`src/rtl/reg_alu_sequencer.sv`:
```
// reg_alu_sequencer
//
// Instruction sequencer that sits in front of a register file and an ALU.
// It accepts one encoded instruction at a time over a valid/ready handshake.
// Each instruction then runs through a fixed four-state sequence:
//   IDLE  -> accept the instruction and present its read addresses
//   READ  -> capture both operands into the ALU instruction word
//   EXEC  -> register the write-back value (ALU result, or the immediate for LOADI)
//   WRITE -> write_en is high, and the register file commits at the closing edge
// Every output comes straight from a flop.
//
// Ports
//   clk, rst_n            clock (rising edge) and asynchronous active-low reset
//   in_valid / in_ready   instruction handshake; in_ready is high only in IDLE
//   in_instr              [11:9] op, [8:6] rd, [5:3] rs1, [2:0] rs2
//   in_imm                immediate; it is written only when op = 000 (LOADI)
//   read_addr1/2          register-file read addresses (rs1, rs2)
//   read_out1/2           register-file read data (combinational read)
//   alu_ins               {op, operand1, operand2} driven to the ALU
//   alu_out               ALU result (combinational)
//   write_addr, data_in   register-file write address and data
//   write_en              register-file write strobe, one cycle per instruction
//   done                  one-cycle pulse in the first IDLE cycle after a write
//   retired               count of retired instructions; it wraps
module reg_alu_sequencer #(
  parameter int DW    = 12,
  parameter int AW    = 3,
  parameter int CNT_W = 8
) (
  input  logic                clk,
  input  logic                rst_n,
  input  logic                in_valid,
  output logic                in_ready,
  input  logic [11:0]         in_instr,
  input  logic [DW-1:0]       in_imm,
  output logic [AW-1:0]       read_addr1,
  output logic [AW-1:0]       read_addr2,
  input  logic [DW-1:0]       read_out1,
  input  logic [DW-1:0]       read_out2,
  output logic [3+2*DW-1:0]   alu_ins,
  input  logic [DW-1:0]       alu_out,
  output logic [AW-1:0]       write_addr,
  output logic [DW-1:0]       data_in,
  output logic                write_en,
  output logic                done,
  output logic [CNT_W-1:0]    retired
);

  localparam logic [2:0] OP_LOADI = 3'b000;

  typedef enum logic [1:0] {
    IDLE  = 2'd0,
    READ  = 2'd1,
    EXEC  = 2'd2,
    WRITE = 2'd3
  } state_t;

  state_t        state;
  logic [2:0]    op;
  logic [DW-1:0] imm;

  always_ff @(posedge clk or negedge rst_n) begin
    if (!rst_n) begin
      // Any in-flight instruction is dropped. write_en is cleared, so no write occurs.
      state      <= IDLE;
      in_ready   <= 1'b1;
      read_addr1 <= '0;
      read_addr2 <= '0;
      write_addr <= '0;
      data_in    <= '0;
      alu_ins    <= '0;
      write_en   <= 1'b0;
      done       <= 1'b0;
      retired    <= '0;
      op         <= '0;
      imm        <= '0;
    end else begin
      case (state)
        // Accept: latch the instruction and present the addresses for the next cycle.
        IDLE: begin
          done <= 1'b0;
          if (in_valid) begin
            op         <= in_instr[11:9];
            write_addr <= in_instr[8:6];
            read_addr1 <= in_instr[5:3];
            read_addr2 <= in_instr[2:0];
            imm        <= in_imm;
            in_ready   <= 1'b0;
            state      <= READ;
          end
        end
        // Operand capture: the register file reads the old contents here, so
        // rd may alias rs1/rs2 without any forwarding.
        READ: begin
          alu_ins <= {op, read_out1, read_out2};
          state   <= EXEC;
        end
        // Execute: alu_ins stays stable, so alu_out is settled and can be registered.
        EXEC: begin
          data_in  <= (op == OP_LOADI) ? imm : alu_out;
          write_en <= 1'b1;
          state    <= WRITE;
        end
        // Write-back: the register file commits at this closing edge.
        WRITE: begin
          write_en <= 1'b0;
          done     <= 1'b1;
          retired  <= retired + 1'b1;
          in_ready <= 1'b1;
          state    <= IDLE;
        end
        default: state <= IDLE;
      endcase
    end
  end

endmodule

```
`config.mk`:
```
export PLATFORM = sky130hd
export DESIGN_NAME = reg_alu_sequencer
export DESIGN_NICKNAME = d
export VERILOG_FILES = /design/src/rtl/reg_alu_sequencer.sv
export SDC_FILE = /design/constraint.sdc
export NUM_CORES = 1
export LEC_CHECK = 0
export ABC_AREA = 1
export CORE_AREA = 2 2 89 91
export CTS_CLUSTER_SIZE = 25
export DETAILED_ROUTE_END_ITERATION = 8
export DIE_AREA = 0 0 91 93
export GPL_TIMING_DRIVEN = 0
export PLACE_DENSITY = 0.8
export SETUP_SLACK_MARGIN = 0.02
export SYNTH_ARGS = -nofsm -noshare
export SYNTH_HDL_FRONTEND = slang
export SYNTH_SLANG_ARGS = --single-unit
```
`constraint.sdc`:
```
create_clock -name clk -period 2.5 [get_ports clk]
set_input_delay 0.25 -clock clk [delete_from_list [all_inputs] [get_ports clk]]
set_output_delay 0.25 -clock clk [all_outputs]
set_load 0.005 [all_outputs]
```
==> metrics.md, run 1 <==
| Metric | Value |
|---|---|
| Run status | finished clean |
| Synth area leader | dfrtp_1 |
| Post_cts resized | 0 |
| Fin. Hold Viols | 0 |
| Commonest non-fill, non-tap cell in the layout | clkdlybuf4s50_1 |
| FF-to-FF Start | state[0] |
| Initial Utilization | 0.439 |
| Fin Clk Skew | 15.1 ps |
| I/O pin total | 122 |
| GR Overflow Total | 0 |
| Clk_lat worst skew | 350 ps |
| Worst setup margin | 893 ps |
| Unique masters post-synth | 23 |
| Setup repair after global routing missed its margin | no |
| Worst relative slew slack | 0.724 |
| Initial antenna violation count | 0 |
| Pleak | 2.32 nW |
| Top FF cell, synth | dfrtp_1 |
| Reg2Reg Depth | 6 |
| DRC violations left | 0 |
| Reg2reg end | data_in[8] |
| Asr flop ratio synth | 1.00 |
| Crit path buf inv count | 1 |
| CORE AREA | 7530 sq um |
| Avg Vias per Cell | 4.58 |
| Ant diodes | 0 |
| Critical path class | flip-flop to output pin |
| DP Worst Slack | 960 ps |
| Tmin final | 1610 ps |
| CTS H-tree depth | 3 |
| CP max stage delay | 530 ps |
| TritonCTS Buffers | 9 |
| Port buffer count | 121 |
| Root buf cell | clkbuf_8 |
| Worst-Margin Slew | 413 ps |
| Area Growth Syn to Fin | 46.9% |
| Final HPWL DP | 5500 um |
| Largest net degree at the start of global routing | 58 |
| Site Rows | 32 |
| Clock transition at path regs | 90 ps |
| Setup Viol. Count Final | 0 |
| Num Clock Sinks | 76 |
| #FFs+latches synth | 76 |
| Final nets | 526 |
| Critical Path Sink Type | output pin |
| Area contributors post-synth | dfrtp_1 (57%), nand2_1 (12%), mux2_4 (8.2%) |
| Total track usage | 0.191 |
| Mapped Area | 3310 sq um |
| Max-cap violations | 0 |
| First-pass GRT wire length | 12800 um |
| Commonest non-fill, non-tap cells in the layout | clkdlybuf4s50_1 (120), nand2_1 (104), dfrtp_1 (75), inv_1 (36), nand3_1 (26) |
| CP top delay family | flip-flops |
| Fin Setup TNS | 0 ps |
| Slack of the worst reg-to-reg path | 970 ps |
| Final period util | 0.643 |
| Slowest cell on the critical path | dfstp_2 |
| Post-DRT Antenna Nets | 0 |
| Startpoint types | flip-flop |
| Max Slew Vio Count | 0 |
| Post-synthesis cell count | 323 |
| Vias in the first global route | 2669 |
| Routed WL | 7370 um |
| Die area | 8460 sq um |
| WP data required | 2250 ps |
| Crit-path max FO | 2 |
| Gp weighted congestion | 0.715 |
| Fin util | 0.645 |
| Min-delay worst type | input pin to async pin |
| Chip width | 91 um |
| Initial DRC Count | 85 |
| Fmax | 0.622 GHz |
| Drt first pass iters | 6 |
| Design area | 4860 sq um |
| Post-synth top area share | 0.567 |
| Placed cell areas | 4670 sq um |
| Crit path DAT | 1360 ps |
| TritonCTS clock tree | built |
| Die height | 93 um |
| Critical Path, Cell by Cell | clkdlybuf4s50_1 |
| Number of flops mapped to enable cells by yosys | 0 |
| Syn Nets | 392 |
| Peak VDD IR | 0.547 mV |
| Max Root-Sink Buffers | 2 |
| WL/cell | 13.1 um |
| Yosys warns | 0 |
| Avg Inst Size Synth | 10.2 sq um |
| Vias post-DR | 2578 |
| Layout cells sized above 1 | 0.132 |
| Pwr Density | 1180 nW/um^2 |
| Post-synthesis sequential area ratio | 0.575 |
| Final Total Pwr | 5.71 mW |
[timing repair]
item | in CTS | in global routing
setup buffers | 0 | 0
hold buffers | 1 | 0
endpoints found under the hold margin | 19 | 0
[cell usage after synthesis (3+ instances only)]
cell     count
nor2_1       7
mux2_2       8
nand2_1    104
buf_6        5
nand3_1     26
mux2_4      18
dfrtp_1     75
xor2_1       3
ha_1         6
buf_2        3
inv_1       36
o21ai_0     16
[worst max path at each step]
stage,from,to,depth (start not counted)
after CTS,in_ready,in_ready,1
after global placement,rst_n,retired[7],1
after global routing,state[0],data_in[5],6
after floorplan,state[1],alu_ins[0],5
after detailed placement,state[0],data_in[8],6
final,in_ready,in_ready,1
[area by class of cell]
cell class	count	area [sq um]
tap	102	128
clock buffer	11	151
buffer	12	105
fill	626	2670
timing repair buffer	123	1250
inverter	37	139
sequential	76	1900
multi-input combinational	198	1160
clock inverter	4	25.0
[layer usage]
metal | part of all wire | routed length, um | global-route usage
met2 | 0.49 | 3630 | 0.319
met5 | 0 | 0 | 0
met3 | 0.054 | 395 | 0.0645
met1 | 0.44 | 3270 | 0.244
met4 | 0.0091 | 67 | 0.0379
[power breakdown]
group	leakage [nW]	total, mW	internal [mW]	switching [mW]
combinational	1.31	2.72	1.62	1.10
sequential	0.925	2.15	1.83	0.325
clock	0.0872	0.837	0.406	0.431
[flip-flops by register name, indices dropped and copies added, names as in the netlist]
signal      flops
alu_ins        27
done            1
write_en        1
retired         8
read_addr2      3
read_addr1      3
op              3
write_addr      3
data_in        12
in_ready        1
state           2
imm            12
[cell families (layout without fill, tap and decap cells)]
family          after synthesis  count (layout)  synth area share
buf+inv                      49             187            0.0737
xor+xnor                      3               3           0.00794
compound gates               18              18            0.0272
mux                          26              26             0.109
simple gates                145             145             0.184
fa+ha+maj                     6               6            0.0227
flops                        76              76             0.575
[through the flow]
stage | std cells | hold slack, ps
after detailed placement | 547 | 158
after global routing | 563 | 317
after floorplan | 323 | -45.6
final | 563 | 316
after global placement | 546 | 462
after CTS | 563 | 319
No activity file was read; power rests on OpenSTA's default activity.
==> run 2: changes to the inputs <==
- CORE_AREA: 2 2 89 91 -> 2 2 90 92
- DIE_AREA: 0 0 91 93 -> 0 0 92 94
- PLACE_DENSITY: 0.8 -> 0.78
- clock period: 2.5 -> 1.5 ns (I/O delays scaled with it)
==> run 2 against run 1 <==
  * Cell count is 0.36% higher
  * Highest routed layer unchanged
  * Flip-flop and latch count did not move
  * Core utilization is 0.44 points higher
  * Worst hold slack got worse by 160 ps
  * Die area rose by 2.2%
  * Non-clock buffer count rose by 1
  * Setup slack worse by 830 ps
  * Wire length up 2.4%
  * First-iteration DRC count rose by 1.2%
  * Sequential power increased by 67%
  * Register-to-register slack got worse by 910 ps
==> metrics.md, run 2 (synthesized netlist as in run 1, its figures left out) <==
| Metric | Value |
|---|---|
| Clock transition at path regs | 90 ps |
| Pleak | 2.35 nW |
| Reg with most FFs | alu_ins |
| I/O pin total | 122 |
| Run status | finished clean |
| Largest regs | alu_ins (27), data_in (12), imm (12) |
| Pwr Density | 2030 nW/um^2 |
| Worst-Margin Slew | 328 ps |
| Fin Setup TNS | 0 ps |
| Final period util | 0.957 |
| Commonest non-fill, non-tap cells in the layout | clkdlybuf4s50_1 (119), nand2_1 (103), dfrtp_1 (74), inv_1 (34), nand3_1 (26) |
| Critical path class | flip-flop to flip-flop |
| Largest net degree at the start of global routing | 69 |
| Ant diodes | 0 |
| Post-DRT Antenna Nets | 0 |
| Gp weighted congestion | 0.723 |
| WP data required | 1720 ps |
| Placed cell count | 547 |
| Vias post-DR | 2588 |
| Startpoint types | flip-flop |
| Setup repair after global routing missed its margin | yes |
| Initial antenna violation count | 0 |
| GR Overflow Total | 0 |
| WL/cell | 13.3 um |
| Port buffer count | 121 |
| Fin Clk Skew | 17.6 ps |
| CORE AREA | 7610 sq um |
| Commonest non-fill, non-tap cell in the layout | clkdlybuf4s50_1 |
| Footprint of the multi-input gates | 1170 sq um |
| Max-cap violations | 0 |
| Drt first pass iters | 4 |
| Num Clock Sinks | 76 |
| Area Growth Syn to Fin | 49.4% |
| Vias in the first global route | 2637 |
| TritonCTS Buffers | 9 |
| First-pass GRT wire length | 12300 um |
| Peak VDD IR | 0.890 mV |
| Final hold slack | 158 ps |
| Root buf cell | clkbuf_8 |
| Final HPWL DP | 5530 um |
| Initial Utilization | 0.435 |
| Clk_lat worst skew | 350 ps |
| Worst setup margin | 64.8 ps |
| Site Rows | 32 |
| Finished Layout Cells | 565 |
| Total track usage | 0.184 |
| Worst relative slew slack | 0.781 |
| Max Slew Vio Count | 0 |
| Chip width | 92 um |
| CTS H-tree depth | 3 |
| Seq. cell area | 1900 sq um |
| Die area | 8650 sq um |
| Reg2Reg Depth | 5 |
| Initial DRC Count | 86 |
| Fin. Hold Viols | 0 |
| Critical Path Sink Type | flip-flop |
| Fmax | 0.697 GHz |
| Fin util | 0.650 |
| Filler instances | 624 |
| DP Worst Slack | 3.50 ps |
| Die height | 94 um |
| Crit path DAT | 1660 ps |
| Min-delay worst type | input pin to async pin |
| Crit-path max FO | 10 |
| Routed WL | 7540 um |
| Max Root-Sink Buffers | 2 |
| Layout cells sized above 1 | 0.147 |
| DRC violations left | 0 |
| TritonCTS clock tree | built |
| Placed cell areas | 4670 sq um |
| Max reg flops | 27 |
| Final nets | 527 |
| Final Total Pwr | 10.1 mW |
| Setup Viol. Count Final | 0 |
| Design area | 4940 sq um |
| Avg Vias per Cell | 4.58 |
| Tmin final | 1440 ps |
==> run 2: repair_timing <==
action	4_1_cts	5_1_grt
resized for setup	3	5
hold buffers	1	0
endpoints found under the setup margin	22	31
hold endpoints to repair	75	0
buffers inserted	0	2
==> run 2: worst max-delay path: stages (launching register included) <==
cell and delay (ps):
dfrtp_1 410, inv_2 100, ha_1 160, buf_6 170, buf_8 170, mux2_4 310
==> run 2: area by class of cell <==
type / count / share of cell area
well taps: 102 / 0.0258
plain buffers: 11 / 0.0213
multi-input cells: 198 / 0.236
clock inverters: 6 / 0.0225
flip-flops and latches: 76 / 0.385
repair buffers: 125 / 0.255
inverters: 37 / 0.0286
clock buffers: 10 / 0.0258
==> run 2: worst paths after layout <==
check	start	to	slack (ps)
max	state[1]	alu_ins[6]	60
min	rst_n	alu_ins[11]	160
max reg2reg	state[1]	alu_ins[6]	60
min reg2reg	data_in[11]	data_in[11]	480
max in group asynchronous	rst_n	in_ready	730
min in group clk	in_instr[2]	read_addr2[2]	330
==> run 2: power breakdown <==
part           internal, mW  switching [mW]
Combinational          2.73            1.86
Clock                  1.11           0.768
Sequential             3.05           0.538
Total                  6.89            3.16
==> run 2: layer usage <==
layer | global-route usage | part of all wire | up-vias
met1 | 0.226 | 0.44 | 1215
met2 | 0.308 | 0.48 | 80
met5 | 0 | 0 | -
li1 | - | - | 1280
met4 | 0.0784 | 0.022 | 0
met3 | 0.0474 | 0.061 | 13
==> RTL edit 1: new RTL, flow settings as in run 2 <==
The parameter `CNT_W` goes from 8 to 12.
--- a/src/rtl/reg_alu_sequencer.sv
+++ b/src/rtl/reg_alu_sequencer.sv
@@ -25,7 +25,7 @@
 module reg_alu_sequencer #(
   parameter int DW    = 12,
   parameter int AW    = 3,
-  parameter int CNT_W = 8
+  parameter int CNT_W = 12
 ) (
   input  logic                clk,
   input  logic                rst_n,
Ports: changed (resized retired); port bits go from 122 to 126. The function was not compared with the original's and may differ.
==> RTL edit 1 against run 2 <==
Wire length is 4.6% higher. Sequential cell count grew 4. Largest cell class unchanged. Power down 2.4%. Design area up 2.0%. Utilization is 1.3 points higher. First-iteration DRC count rose by 10%. Worst setup slack better by 0.0054 ns. Combinational power fell by 2%. Critical endpoint is now data_in[7]. Synthesized area rose by 0.79%.
==> RTL edit 1: results (changes against run 2) <==
metric	value	unit	change
place_worst_setup_slack	-0.08298	ns	-0.08648 ns
finalPower	9.814	mW	-2.4%
io_buffers	125		+3.3%
clockPowerShare	16.0	%	-2.7 points
gp_congestion	0.8227		+14%
multi_input_cells	210		+6.1%
yosys_warnings	0		unchanged
multi_input_area_share	23.50	%	-0.090 points
design.seq.count	80		+5.3%
synthAdderAreaFrac	2.251	%	-0.018 points
synth_area_leaders	dfrtp_1, nand2_1, mux2_2		
nFillCells	608		-2.6%
power_switching	3.163	mW	about the same
clock_path_buffers	2		unchanged
ys_seq_area_share	60.08	%	+2.5 points
pg_seq	3.75	mW	+4%
drive_gt1_share	16.81	%	+2.1 points
total_leakage_power	2.316	nW	-1.5%
timing.rr.start	state[0]		
met3_usage	4.414	%	-0.32 points
clk_latency	0.34	ns	
regToRegEndpoint	data_in[7]		
synth_nets	388		-1.0%
fin_nets	536		+1.7%
seq_share	39.78	%	+1.3 points
avgSynthCellArea	10.45	um2	+2.1%
status	complete, no violations		
n_clock_buffer	11		+1
crit_family	buffers and inverters		
grt_usage	18.56	%	+0.17 points
synth.top_cells.by_count	nand2_1, dfrtp_1, a21oi_1, mux2_2, nor2_1		
buffer_area_share	29.06	%	+1.4 points
hp-class	in2async		
via_per_inst	4.830		+5.5%
dp_hpwl	5.708	mm	+3.3%
whs	0.2917	ns	+0.1334 ns
postPlaceCellArea	4738	um2	+1.4%
gr-usage-met2	30.64	%	-0.18 points
synthMuxAreaShare	8.780	%	-2.1 points
skew	0.008220	ns	-0.009382 ns
grt_pass1_wl	12.56	mm	+1.8%
final-clk-cell-share	3.846	%	-0.99 points
grt_pass1_vias	2704		+2.5%
rr_worst_depth	6		+1
grt_use_met1	24.18	%	+1.6 points
drtIter0Drc	95		+10%
grt_max_degree	49		-29%
synth_compound_area_share	4.503	%	+1.8 points
slew_headroom	70.62	%	-7.5 points
wl_per_cell	13.79	um	+3.3%
ir_drop	756.7	uV	-15%
buffers	150		+10%
synth_xor_area_share	1.839	%	+1.0 points
inv_count	16		-57%
synth_cell_types	25		+8.7%
routed_wl	7.889	mm	+4.6%
power_density	1946	nW/um2	-4.3%
## RTL edit 1: cell types whose count changed after synthesis, moves of 3 or more
cell	change
a21oi_1	+25
inv_1	-21
mux2_2	+18
mux2_4	-18
o21ai_0	-13
nor2_1	+12
nand2_1	-10
nand3_1	-9
dfrtp_1	+4
xor2_1	+3
## RTL edit 1: worst reg2reg max path, delay by kind of cell (launching register included)
| family | cells | cell delay (ns) |
|---|---|---|
| DFF | 1 | 0.40 |
| adders and majority gates | 1 | 0.26 |
| buffers and inverters | 3 | 0.41 |
| AOI/OAI and AO/OA | 2 | 0.24 |
## RTL edit 1: what timing repair did
| item | CTS | global route |
|---|---|---|
| endpoints found under the hold margin | 32 | 0 |
| setup buffers | 4 | 6 |
| setup endpoints to repair | 42 | 55 |
| hold buffers | 1 | 0 |
| gates resized for setup | 7 | 6 |
## RTL edit 1: logic make-up (layout without fill, tap and decap cells)
group | Yosys count | count (layout)
AOI/OAI and AO/OA | 30 | 30
muxes | 26 | 26
and+or+nand+nor | 141 | 141
xor gates and xnor gates | 7 | 7
buffers and inverters | 29 | 180
adders and majority gates | 6 | 6
DFF | 80 | 80
## RTL edit 1: how the worst max path moves through the flow
| stage | to | from | slack (ns) | cells after the start |
|---|---|---|---|---|
| final | data_in[7] | state[0] | 0.07 | 6 |
| after global routing | data_in[1] | state[0] | -0.02 | 6 |
| after CTS | read_addr1[1] | state[0] | 0.02 | 7 |
| after detailed placement | read_addr1[1] | state[1] | -0.08 | 7 |
| after global placement | write_addr[1] | rst_n | -2.54 | 1 |
| after floorplan | alu_ins[16] | state[1] | 0.13 | 5 |
## RTL edit 1: per-layer routing
layer	part of all wire (%)	wire length [um]	vias to the layer above
li1	-	-	1317
met1	44	3469	1353
met2	49	3858	85
met3	6.1	483	8
met4	0.99	78	0
met5	0	0	-
==> RTL edit 2: new RTL, config.mk and constraints of run 2 <==
Made on the original files. The 4 states of `state_t` get a one-hot encoding in 4 bits.
--- a/src/rtl/reg_alu_sequencer.sv
+++ b/src/rtl/reg_alu_sequencer.sv
@@ -48,11 +48,11 @@
 
   localparam logic [2:0] OP_LOADI = 3'b000;
 
-  typedef enum logic [1:0] {
-    IDLE  = 2'd0,
-    READ  = 2'd1,
-    EXEC  = 2'd2,
-    WRITE = 2'd3
+  typedef enum logic [3:0] {
+    IDLE  = 4'b0001,
+    READ  = 4'b0010,
+    EXEC  = 4'b0100,
+    WRITE = 4'b1000
   } state_t;
 
   state_t        state;
Behaviour: same outputs for any inputs over 10 cycles, from zero or initial values and one cycle with rst_n low; not proved beyond that.
==> RTL edit 2 against run 2 <==
Design area is 3.0% lower. Sequential cell count is 2 higher. Non-clock buffer count grew 4. Hold slack better by 0.10 ns. Power shrank 16%. Global-route usage increased by 0.51 points. Wire length increased by 1.5%. Synthesized area fell by 2.0%. Utilization down 2.0 points. Final cell count grew 8.5%. Sequential power decreased by 3%. Worst setup slack better by 0.027 ns. Critical path depth shrank 4. Critical path type is now reg2out. Largest power group unchanged.
==> RTL edit 2: results (changes against run 2) <==
metric	value	unit	change
vias	2812		+8.7%
met3_usage	5.538	%	+0.80 points
multi_input_area_share	21.85	%	-1.7 points
synth.top_cells.by_count	nand2_1, dfrtp_1, inv_1, o21ai_0, o21ai_1		
postPlaceCellArea	4606	um2	-1.4%
io_buffers	121		unchanged
final-clk-cell-share	3.472	%	-1.4 points
synthAdderAreaFrac	0.3860	%	-1.9 points
status	complete, no violations		
synth_nets	435		+11%
finalPower	8.467	mW	-16%
clockPowerShare	16.1	%	-2.6 points
design.seq.count	78		+2.6%
routed_wl	7.656	mm	+1.5%
seq_share	40.77	%	+2.3 points
dr_wl_met2	3.666	mm	+1.4%
inv_count	33		-11%
grt_usage	18.90	%	+0.51 points
route.met3.wl	580	um	+26%
multi_input_cells	244		+23%
dp_hpwl	5.578	mm	+0.90%
ir_drop	982.5	uV	+10%
synth_area_leaders	dfrtp_1, nand2_1, inv_1		
gp_congestion	0.7803		+8.0%
slowest_stage	clkdlybuf4s50_1		
grt_max_degree	55		-20%
ys_seq_area_share	60.29	%	+2.8 points
grt_pass1_wl	12.81	mm	+3.9%
place_worst_setup_slack	0.1651	ns	+0.1616 ns
gr-usage-met2	31.92	%	+1.1 points
crit_path_max_incr_delay	0.52	ns	+0.11 ns
grt_use_met1	22.74	%	+0.12 points
power_density	1767	nW/um2	-13%
pwr-share-comb	42.8	%	-2.8 points
n_clock_buffer	11		+1
met1_length	3.254	mm	-1.5%
drtIter0Drc	122		+42%
clock_path_buffers	2		unchanged
buffer_area_share	28.66	%	+1.0 points
arrival	1.26	ns	-0.40 ns
slew_headroom	70.99	%	-7.1 points
buffers	140		+2.9%
skew	0.007893	ns	-0.009709 ns
ctsResizeCount	1		-2
synth_cell_types	21		-8.7%
rows	32		unchanged
synthMuxAreaShare	0	%	-11 points
internal_power	5.642	mW	-18%
netlist_instances	371		+15%
synth_xor_area_share	1.081	%	+0.29 points
synth_compound_area_share	6.330	%	+3.6 points
nFillCells	636		+1.9%
wl_per_cell	12.49	um	-6.4%
drive_gt1_share	8.415	%	-6.3 points
drt_pre_antenna_iters	5		+1
total_leakage_power	2.375	nW	+0.98%
path_max_fanout	4		-6
fin_nets	570		+8.2%
path_buf_inv	1		-2
## RTL edit 2: changes by cell type after synthesis, sizes merged, moves of 2 or more
cell,delta
a21oi,-2
buf,+3
ha,-5
inv,-4
mux2,-26
nand2,+75
nand3,-19
nand3b,-2
nand4,+2
nor2,-3
o21ai,+25
xnor2,+2
## RTL edit 2: worst register-to-register path, stage by stage (launching register included)
cell	delay (ns)
dfrtp_1	0.36
inv_1	0.10
nand3_2	0.16
clkbuf_1	0.26
o21ai_0	0.24
nand2_1	0.07
nand2_1	0.06
## RTL edit 2: worst paths after layout
kind	startpoint	to	slack [ns]	cells past startpoint
worst min register to register	in_ready	in_ready	0.48	2
min in group clk	read_out1[5]	alu_ins[17]	0.33	3
worst min-delay path	rst_n	alu_ins[0]	0.26	2
worst max register to register	op[2]	data_in[9]	0.19	6
worst max-delay path	retired[3]	retired[3]	0.09	1
max in group asynchronous	rst_n	state[0]	0.61	3
